## src/rtl/ip_header_capture.sv

```systemverilog
// Streaming IP header assembler: captures the first HEADER_BYTES of each packet,
// holds them for a consumer handshake and forwards the payload beats with backpressure.
module ip_header_capture #(
   parameter int HEADER_BYTES = 13,
   parameter int LANE_BYTES   = 1,
   parameter int CNT_WIDTH    = 16
) (
   input  logic                      CLK,
   input  logic                      ARESET,
   input  logic                      IN_VALID,
   output logic                      IN_READY,
   input  logic [LANE_BYTES*8-1:0]   IN_DATA,
   input  logic                      IN_LAST,
   output logic [HEADER_BYTES*8-1:0] HDR_VALUE,
   output logic                      HDR_VALID,
   input  logic                      HDR_ACK,
   output logic                      PL_VALID,
   input  logic                      PL_READY,
   output logic [LANE_BYTES*8-1:0]   PL_DATA,
   output logic                      PL_LAST,
   output logic                      RUNT,
   output logic [CNT_WIDTH-1:0]      PKT_CNT,
   output logic [CNT_WIDTH-1:0]      RUNT_CNT
);

   localparam int LANE_W = LANE_BYTES * 8;
   localparam int NBEATS = HEADER_BYTES / LANE_BYTES;
   localparam int IDX_W  = $clog2(NBEATS + 1);
   localparam logic [IDX_W-1:0] LAST_IDX = IDX_W'(NBEATS - 1);

   typedef enum logic [1:0] {
      S_HDR     = 2'd0,
      S_PAYLOAD = 2'd1,
      S_HOLD    = 2'd2
   } state_t;

   state_t                    r_state;
   logic [IDX_W-1:0]          r_idx;
   logic [HEADER_BYTES*8-1:0] r_hdr_value;
   logic                      r_hdr_valid;
   logic                      r_runt;
   logic [CNT_WIDTH-1:0]      r_pkt_cnt;
   logic [CNT_WIDTH-1:0]      r_runt_cnt;

   logic w_in_ready;
   logic w_pl_valid;
   logic w_pl_last;
   logic w_accept;
   logic w_last_hdr_beat;
   logic w_hdr_release;

   assign w_accept        = IN_VALID && w_in_ready;
   assign w_last_hdr_beat = (r_idx == LAST_IDX);
   assign w_hdr_release   = !r_hdr_valid || HDR_ACK;

   // Handshake steering; the payload path stays combinational so it adds no latency.
   always_comb begin
      w_in_ready = 1'b0;
      w_pl_valid = 1'b0;
      w_pl_last  = 1'b0;
      case (r_state)
         S_HDR: begin
            w_in_ready = !ARESET;
         end
         S_PAYLOAD: begin
            w_in_ready = PL_READY && !ARESET;
            w_pl_valid = IN_VALID && !ARESET;
            w_pl_last  = IN_LAST;
         end
         S_HOLD: begin
            w_in_ready = 1'b0;
         end
         default: begin
            w_in_ready = 1'b0;
         end
      endcase
   end

   // Packet FSM, header capture, header handshake and statistics.
   always_ff @(posedge CLK or posedge ARESET) begin
      if (ARESET) begin
         r_state     <= S_HDR;
         r_idx       <= '0;
         r_hdr_value <= '0;
         r_hdr_valid <= 1'b0;
         r_runt      <= 1'b0;
         r_pkt_cnt   <= '0;
         r_runt_cnt  <= '0;
      end else begin
         r_runt <= 1'b0;
         if (r_hdr_valid && HDR_ACK) begin
            r_hdr_valid <= 1'b0;
         end
         case (r_state)
            S_HDR: begin
               if (w_accept) begin
                  for (int b = 0; b < NBEATS; b++) begin
                     if (r_idx == IDX_W'(b)) begin
                        r_hdr_value[b*LANE_W +: LANE_W] <= IN_DATA;
                     end
                  end
                  if (w_last_hdr_beat) begin
                     // HDR_VALID is known low here, so a concurrent ack cannot be lost.
                     r_hdr_valid <= 1'b1;
                     r_pkt_cnt   <= r_pkt_cnt + CNT_WIDTH'(1);
                     r_idx       <= '0;
                     r_state     <= IN_LAST ? S_HOLD : S_PAYLOAD;
                  end else if (IN_LAST) begin
                     r_runt     <= 1'b1;
                     r_runt_cnt <= r_runt_cnt + CNT_WIDTH'(1);
                     r_idx      <= '0;
                  end else begin
                     r_idx <= r_idx + IDX_W'(1);
                  end
               end
            end
            S_PAYLOAD: begin
               if (w_accept && IN_LAST) begin
                  r_state <= (r_hdr_valid && !HDR_ACK) ? S_HOLD : S_HDR;
               end
            end
            S_HOLD: begin
               // Never start a new header until the previous one has been released.
               if (w_hdr_release) begin
                  r_state <= S_HDR;
               end
            end
            default: begin
               r_state <= S_HDR;
               r_idx   <= '0;
            end
         endcase
      end
   end

   assign IN_READY  = w_in_ready;
   assign PL_VALID  = w_pl_valid;
   assign PL_DATA   = IN_DATA;
   assign PL_LAST   = w_pl_last;
   assign HDR_VALUE = r_hdr_value;
   assign HDR_VALID = r_hdr_valid;
   assign RUNT      = r_runt;
   assign PKT_CNT   = r_pkt_cnt;
   assign RUNT_CNT  = r_runt_cnt;

endmodule

```

## config.mk

```make
export PLATFORM = sky130hd
export DESIGN_NAME = ip_header_capture
export DESIGN_NICKNAME = d
export VERILOG_FILES = /design/src/rtl/ip_header_capture.sv
export SDC_FILE = /design/constraint.sdc
export NUM_CORES = 1
export LEC_CHECK = 0
export BUFFER_PORTS_ARGS = -buffer_cell sky130_fd_sc_hd__buf_2
export CAP_MARGIN = 25
export CORE_MARGIN = 2
export CORE_UTILIZATION = 40
export CTS_BUF_LIST = sky130_fd_sc_hd__clkbuf_8
export CTS_CLUSTER_SIZE = 28
export DETAILED_ROUTE_END_ITERATION = 10
export HOLD_SLACK_MARGIN = 0.08
export SYNTH_ARGS = -nofsm -noshare
export SYNTH_HDL_FRONTEND = slang
export SYNTH_SLANG_ARGS = --single-unit
export TNS_END_PERCENT = 30
```

## constraint.sdc

```tcl
create_clock -name CLK -period 5 [get_ports CLK]
set_input_delay 0.75 -clock CLK [delete_from_list [all_inputs] [get_ports CLK]]
set_output_delay 0.75 -clock CLK [all_outputs]
set_load 0.02 [all_outputs]
```

==> impl_metrics.tcl, run 1 <==
set metrics [dict create \
    outcome "finished, final reports clean" \
    synth_nets 449 \
    synth_area_mm2 0.005997 \
    drc 0 \
    antenna_left 0 \
    leakagePower_nw 3.959 \
    reg2reg_from "r_state[0]" \
    timing.fmax_mhz 395.1 \
    critPathCaptureType "output port" \
    seq_area_frac_synth 0.6009 \
    drv_slew 0 \
    fin_worst_skew_ns 0.01292 \
    synth-adder-area-share 0.01878 \
    cts_tree "yes" \
    clk_latency_ns 0.44 \
    synthFlopType "dfrtp_1" \
    grt_first_pass_wirelength_mm 22.31 \
    fin_cells 788 \
    synth_top_family_by_area "multiplexers" \
    crit_fanout 15 \
    final_area_mm2 0.007360 \
    grt_pass1_vias 4124 \
    ys_top_cells_by_count "dfrtp_1, mux2_2, nand2_1" \
    finalNetCount 614 \
    drtIter0Drc 133 \
    antenna_found_initial 0 \
    place_hpwl_mm 9.913 \
    arrival_ns 1.78 \
    critPathKind "reg -> out" \
    report.final.setup_viol 0 \
    reg2regPathDepth 6 \
    met1_length_mm 6.147 \
    powerDensity_mw_per_mm2 502.7 \
    fin_util 0.5045 \
    hold_viol 0 \
    tns_ns 0 \
    cp.required_ns 4.25 \
    die_y_um 126.4 \
    cp_num_buf_inv 2 \
    path_cells "inv_1 > ha_1 > a21oi_1 > nor2_1 > buf_2" \
    syn_inst 426 \
    synth_simple_gate_area_frac 0.09848 \
    clockRootBuffer "clkbuf_8" \
    synth_top_area_cell "dfrtp_1" \
    grt_usage 0.1804 \
    coreArea_mm2 0.01459 \
    cts_max_level 4 \
    diodes 0 \
    synth.top_cell.area_share 0.6009 \
    cts_setup_buffers 0 \
    grt_max_degree 78 \
    tightest_slew_ns 0.8201 \
    min_period_ns 2.531 \
    reg2reg_to "HDR_VALUE[42]" \
    synth_xor_area_frac 0.04381 \
    vias 3926 \
    dpl_worst_slack_ns 2.314 \
    yosys_warnings 0 \
    die_area_mm2 0.01599 \
    ios 163 \
    wl_met2_mm 6.671 \
    cpLargestDelayFamily "adder cells" \
    yosysMostFrequentCell "dfrtp_1" \
    cp-start-kind "flop" \
    placed_cells 754 \
    met3_length_mm 1.146 \
    drive_above_1_share 0.5199 \
    irDropWorstVdd_mv 0.3042 \
    port_buffers 162 \
    hold_class "in -> async" \
    wl_per_cell_um 17.86 \
    gp_congestion 0.7506 \
    synth-compound-area-share 0.01127 \
    synth_cell_types 37 \
    rrSetupSlack_ns 2.56 \
    grt-ovfl-total 0 \
    cpMaxStageDelayCell "ha_1" \
    dr.pass1.iters 4 \
    fin_crit_sh 0.5062 \
    clockBufferDepth 2 \
    drv_cap 0 \
    avgSynthCellArea_um2 14.08 \
    initial_core_util 0.4111 \
    clk_pin_slew_ns 0.08 \
    ys_seq_elements 144 \
    synthArstFlopShare 1.000 \
    fillers 1299 \
    slowest_delay_ns 0.47 \
    highest_layer "met4" \
    area_delta_synth_final_pct 22.72 \
    placedInstanceArea_mm2 0.006948 \
    synthMuxAreaShare 0.2024 \
    rsz0062_at_grt "no" \
    wl_mm 14.07 \
    numCtsBuffers 17 \
    post_cts_resize_count 0 \
    clock-sinks 144 \
    synth_edf_count 0 \
    die_w_um 126.4 \
    ys_top_cells_by_area "dfrtp_1, mux2_2, xnor2_1" \
    fp-row-count 44 \
    worst_slack_ns 2.469 \
    hold_buffers 0 \
    via_per_inst 4.982 \
    relSlewSlack 0.4533 \
]
[per-stage QoR]
step	power [W]	hold slack, ns
floorplan	0.002412	0.5391
finish	0.003700	0.4057
detailed placement	0.002845	0.4596
global route	0.003900	0.4166
global placement	0.002815	0.4505
CTS	0.003742	0.4708
[registers in the layout (all words and copies together), names as in the netlist]
name       cells
HDR_VALUE    104
PKT_CNT       16
RUNT_CNT      16
r_idx          4
r_state        2
HDR_VALID      1
RUNT           1
[worst max-delay path by stage]
stage                          start             end  slack (ns)  cells past startpoint
after global routing      r_state[1]   HDR_VALUE[42]        2.28                      6
after CTS                 r_state[0]  HDR_VALUE[100]        2.36                      5
final                     r_state[0]        IN_READY        2.47                      5
after floorplan               ARESET   HDR_VALUE[63]        0.95                      4
after detailed placement      ARESET   HDR_VALUE[29]        2.31                      4
after global placement        ARESET   HDR_VALUE[95]        2.38                      4
[cells by family after synthesis]
kind of cell / Yosys count
buf+inv: 30
flops: 144
fa+ha+maj: 9
compound gates: 10
xor+xnor: 30
simple gates: 95
mux: 108
[area by class of cell]
class | instances | area (µm²) | share of cell area
Sequential cell | 144 | 3603 | 0.4896
Multi-Input combinational cell | 252 | 2247 | 0.3053
Timing Repair Buffer | 166 | 860.8 | 0.1170
Clock buffer | 17 | 234.0 | 0.03179
Tap cell | 184 | 230.2 | 0.03128
Clock inverter | 15 | 142.6 | 0.01938
Inverter | 10 | 41.29 | 0.005610
[where the power goes]
part / internal [W] / switching, W
registers: 0.00145 / 0.000184
logic: 0.000466 / 0.000715
clock network: 0.000439 / 0.000446
total: 0.00235 / 0.00134
[worst register-to-register path: cells and delay by family (launching register included)]
kind / cells / cell delay, ns
adders and majority gates: 1 / 0.47
buffers and inverters: 1 / 0.10
DFF: 1 / 0.38
muxes: 1 / 0.40
and+or+nand+nor: 3 / 0.98
[cells in the final DEF (no fill, tap or decap), types with 9 or more instances in the layout]
cell / netlist / routed
xor2_1: 14 / 14
nand2_1: 22 / 22
dfrtp_1: 144 / 144
buf_2: 3 / 162
nand3_1: 12 / 12
ha_1: 9 / 9
inv_1: 10 / 10
clkbuf_8: 0 / 17
nor2_2: 9 / 9
mux2_2: 98 / 98
xnor2_1: 16 / 16
[metal layers]
| layer | vias up | track usage |
|---|---|---|
| met5 | - | 0 |
| met4 | 0 | 0.05042 |
| met3 | 10 | 0.07339 |
| met2 | 110 | 0.2859 |
| met1 | 1993 | 0.2296 |
| li1 | 1813 | - |
Power figures use the tool's default switching activity.
==> run 2, diff against run 1 <==
--- a/config.mk
+++ b/config.mk
@@ -5,6 +5,7 @@
 export SDC_FILE = /design/constraint.sdc
 export NUM_CORES = 1
 export LEC_CHECK = 0
+export ABC_AREA = 1
 export BUFFER_PORTS_ARGS = -buffer_cell sky130_fd_sc_hd__buf_2
 export CAP_MARGIN = 25
 export CORE_MARGIN = 2
==> constraint.sdc (replaced) <==
create_clock -name CLK -period 2.5 [get_ports CLK]
set_input_delay 0.375 -clock CLK [delete_from_list [all_inputs] [get_ports CLK]]
set_output_delay 0.375 -clock CLK [all_outputs]
set_load 0.02 [all_outputs]
==> run 2 against run 1 <==
  * Utilization shrank 1.2 points
  * Register-to-register slack lost 2.0 ns
  * Via count grew 23%
  * Power grew 83%
  * Final cell count grew 28%
  * Combinational power grew 53%
  * Die area grew 2.5%
  * Critical endpoint unchanged
==> impl_metrics.tcl, run 2 <==
set metrics [dict create \
    synth_edf_count 0 \
    synth_nets 681 \
    clk_pin_slew_ns 0.07 \
    hold_viol 0 \
    fin_worst_skew_ns 0.01153 \
    finalNetCount 834 \
    die_area_mm2 0.01639 \
    busiest_layer "met2" \
    synth.top_cell.area_share 0.5858 \
    dr.pass1.iters 5 \
    final_cell_mix "nand2_1, buf_2, dfrtp_1" \
    gp_congestion 0.8012 \
    critPathKind "reg -> out" \
    finalHoldWorstSlack_ns 0.1705 \
    syn_inst 658 \
    avgSynthCellArea_um2 9.348 \
    cp-start-kind "flop" \
    irDropWorstVdd_mv 0.5156 \
    yosys_warnings 0 \
    vias 4827 \
    cts_tree "yes" \
    wl_per_cell_um 14.80 \
    area_delta_synth_final_pct 20.85 \
    tightest_slew_ns 0.6635 \
    met2_usage 0.2919 \
    clockRootBuffer "clkbuf_8" \
    cts_max_level 4 \
    via_per_inst 4.770 \
    hold_buffers 0 \
    yosysMostFrequentCell "nand2_1" \
    final_common_cell "nand2_1" \
    synth-adder-area-share 0.01831 \
    port_buffers 162 \
    timing.fmax_mhz 483.8 \
    fin_crit_sh 0.8269 \
    coreArea_mm2 0.01509 \
    die_y_um 128.0 \
    synth-compound-area-share 0.09296 \
    initial_core_util 0.4076 \
    min_period_ns 2.067 \
    grt_use_met1 0.2427 \
    post_cts_resize_count 0 \
    ys_top_cells_by_count "nand2_1, dfrtp_1, o21ai_0" \
    fp-row-count 45 \
    antenna_found_initial 0 \
    drtIter0Drc 430 \
    multi_input_area_mm2 0.002155 \
    antenna_left 0 \
    leakagePower_nw 3.975 \
    synth_top_area_cell "dfrtp_1" \
    powerDensity_mw_per_mm2 911.0 \
    crit_fanout 5 \
    synth_xor_area_frac 0.02705 \
    drv_slew 0 \
    fillers 1475 \
    grt_usage 0.1901 \
    ys_top_cells_by_area "dfrtp_1, nand2_1, o21ai_0" \
    die_w_um 128.0 \
    synth_simple_gate_area_frac 0.2050 \
    synthFlopType "dfrtp_1" \
    met3_usage 0.07262 \
    largest_reg_flops 104 \
    ys_seq_elements 144 \
    seq_area_mm2 0.003603 \
    grt_first_pass_wirelength_mm 24.05 \
    drc 0 \
    cp.required_ns 2.12 \
    seq_area_frac_synth 0.5858 \
    synthMuxAreaShare 0 \
    ios 163 \
    clockBufferDepth 2 \
    synthArstFlopShare 1.000 \
    outcome "finished, final reports clean" \
    grt_max_degree 55 \
    synth_top_family_by_area "simple AND/OR/NAND/NOR gates" \
    reg2regPathDepth 9 \
    place_hpwl_mm 10.84 \
    grt_pass1_vias 4734 \
    clk_latency_ns 0.46 \
    cts_setup_buffers 0 \
    p_total_w 0.006772 \
    relSlewSlack 0.5577 \
    synth_cell_types 26 \
    clock-sinks 144 \
    hold_class "in -> async" \
    drive_above_1_share 0.2731 \
    numCtsBuffers 17 \
    synth_area_mm2 0.006151 \
    arrival_ns 1.69 \
    critPathCaptureType "output port" \
    wl_mm 14.97 \
    report.final.setup_viol 0 \
    grt-ovfl-total 0 \
    rsz0062_at_grt "no" \
    drv_cap 0 \
    diodes 0 \
]
[run 2: area by class of cell]
cell class | count | area share
inverter | 46 | 0.02373
timing repair buffer | 166 | 0.1131
multi-input combinational | 436 | 0.2899
sequential | 144 | 0.4848
tap | 188 | 0.03164
clock buffer | 19 | 0.03518
clock inverter | 13 | 0.02171
[run 2: stage by stage]
step / instances / util / setup WS [ns] / setup TNS, ns / cell area [µm²]
after floorplan: 658 / - / -1.079 / -148.64 / 6210
after global placement: 980 / 0.4646 / 0.5887 / 0 / 7010
after detailed placement: 980 / 0.4646 / 0.5263 / 0 / 7010
after CTS: 1012 / 0.4926 / 0.3916 / 0 / 7433
after global routing: 1012 / 0.4926 / 0.3045 / 0 / 7433
final: 1012 / 0.4926 / 0.4329 / 0 / 7433
[run 2: logic make-up after synthesis]
logic type                 Yosys count
and+or+nand+nor                    294
AOI/OAI and AO/OA                  114
buffers and inverters               78
adders and majority gates            9
DFF                                144
xor gates and xnor gates            19
[run 2: power breakdown]
| part | total [W] | internal [W] | leakage, nW | switching (W) |
|---|---|---|---|---|
| clock network | 0.00195 | 0.00104 | 0.210 | 0.000911 |
| registers | 0.00301 | 0.00274 | 1.96 | 0.000268 |
| logic | 0.00181 | 0.000570 | 1.81 | 0.00124 |
| total | 0.00677 | 0.00435 | 3.98 | 0.00242 |
[run 2: worst paths after layout]
path	start	end	slack [ns]
max in group asynchronous	ARESET	HDR_VALUE[71]	1.22
min in group CLK	HDR_ACK	HDR_VALID	0.24
setup reg to reg	r_state[1]	PKT_CNT[15]	0.52
hold / removal	ARESET	RUNT_CNT[4]	0.17
hold reg to reg	HDR_VALUE[95]	HDR_VALUE[95]	0.49
setup / recovery	r_state[1]	IN_READY	0.43
[run 2: worst max-delay path, stage by stage, from the launching register on]
cell and delay [ns]:
dfrtp_1 0.40, inv_1 0.09, ha_1 0.28, inv_1 0.13, a21oi_1 0.17, buf_2 0.18
[run 2: per-layer routing]
layer  wire [µm]  vias up
li1            -     2392
met1        6640     2282
met2        6858      128
met3        1212       25
met4         261        0
met5           0        -
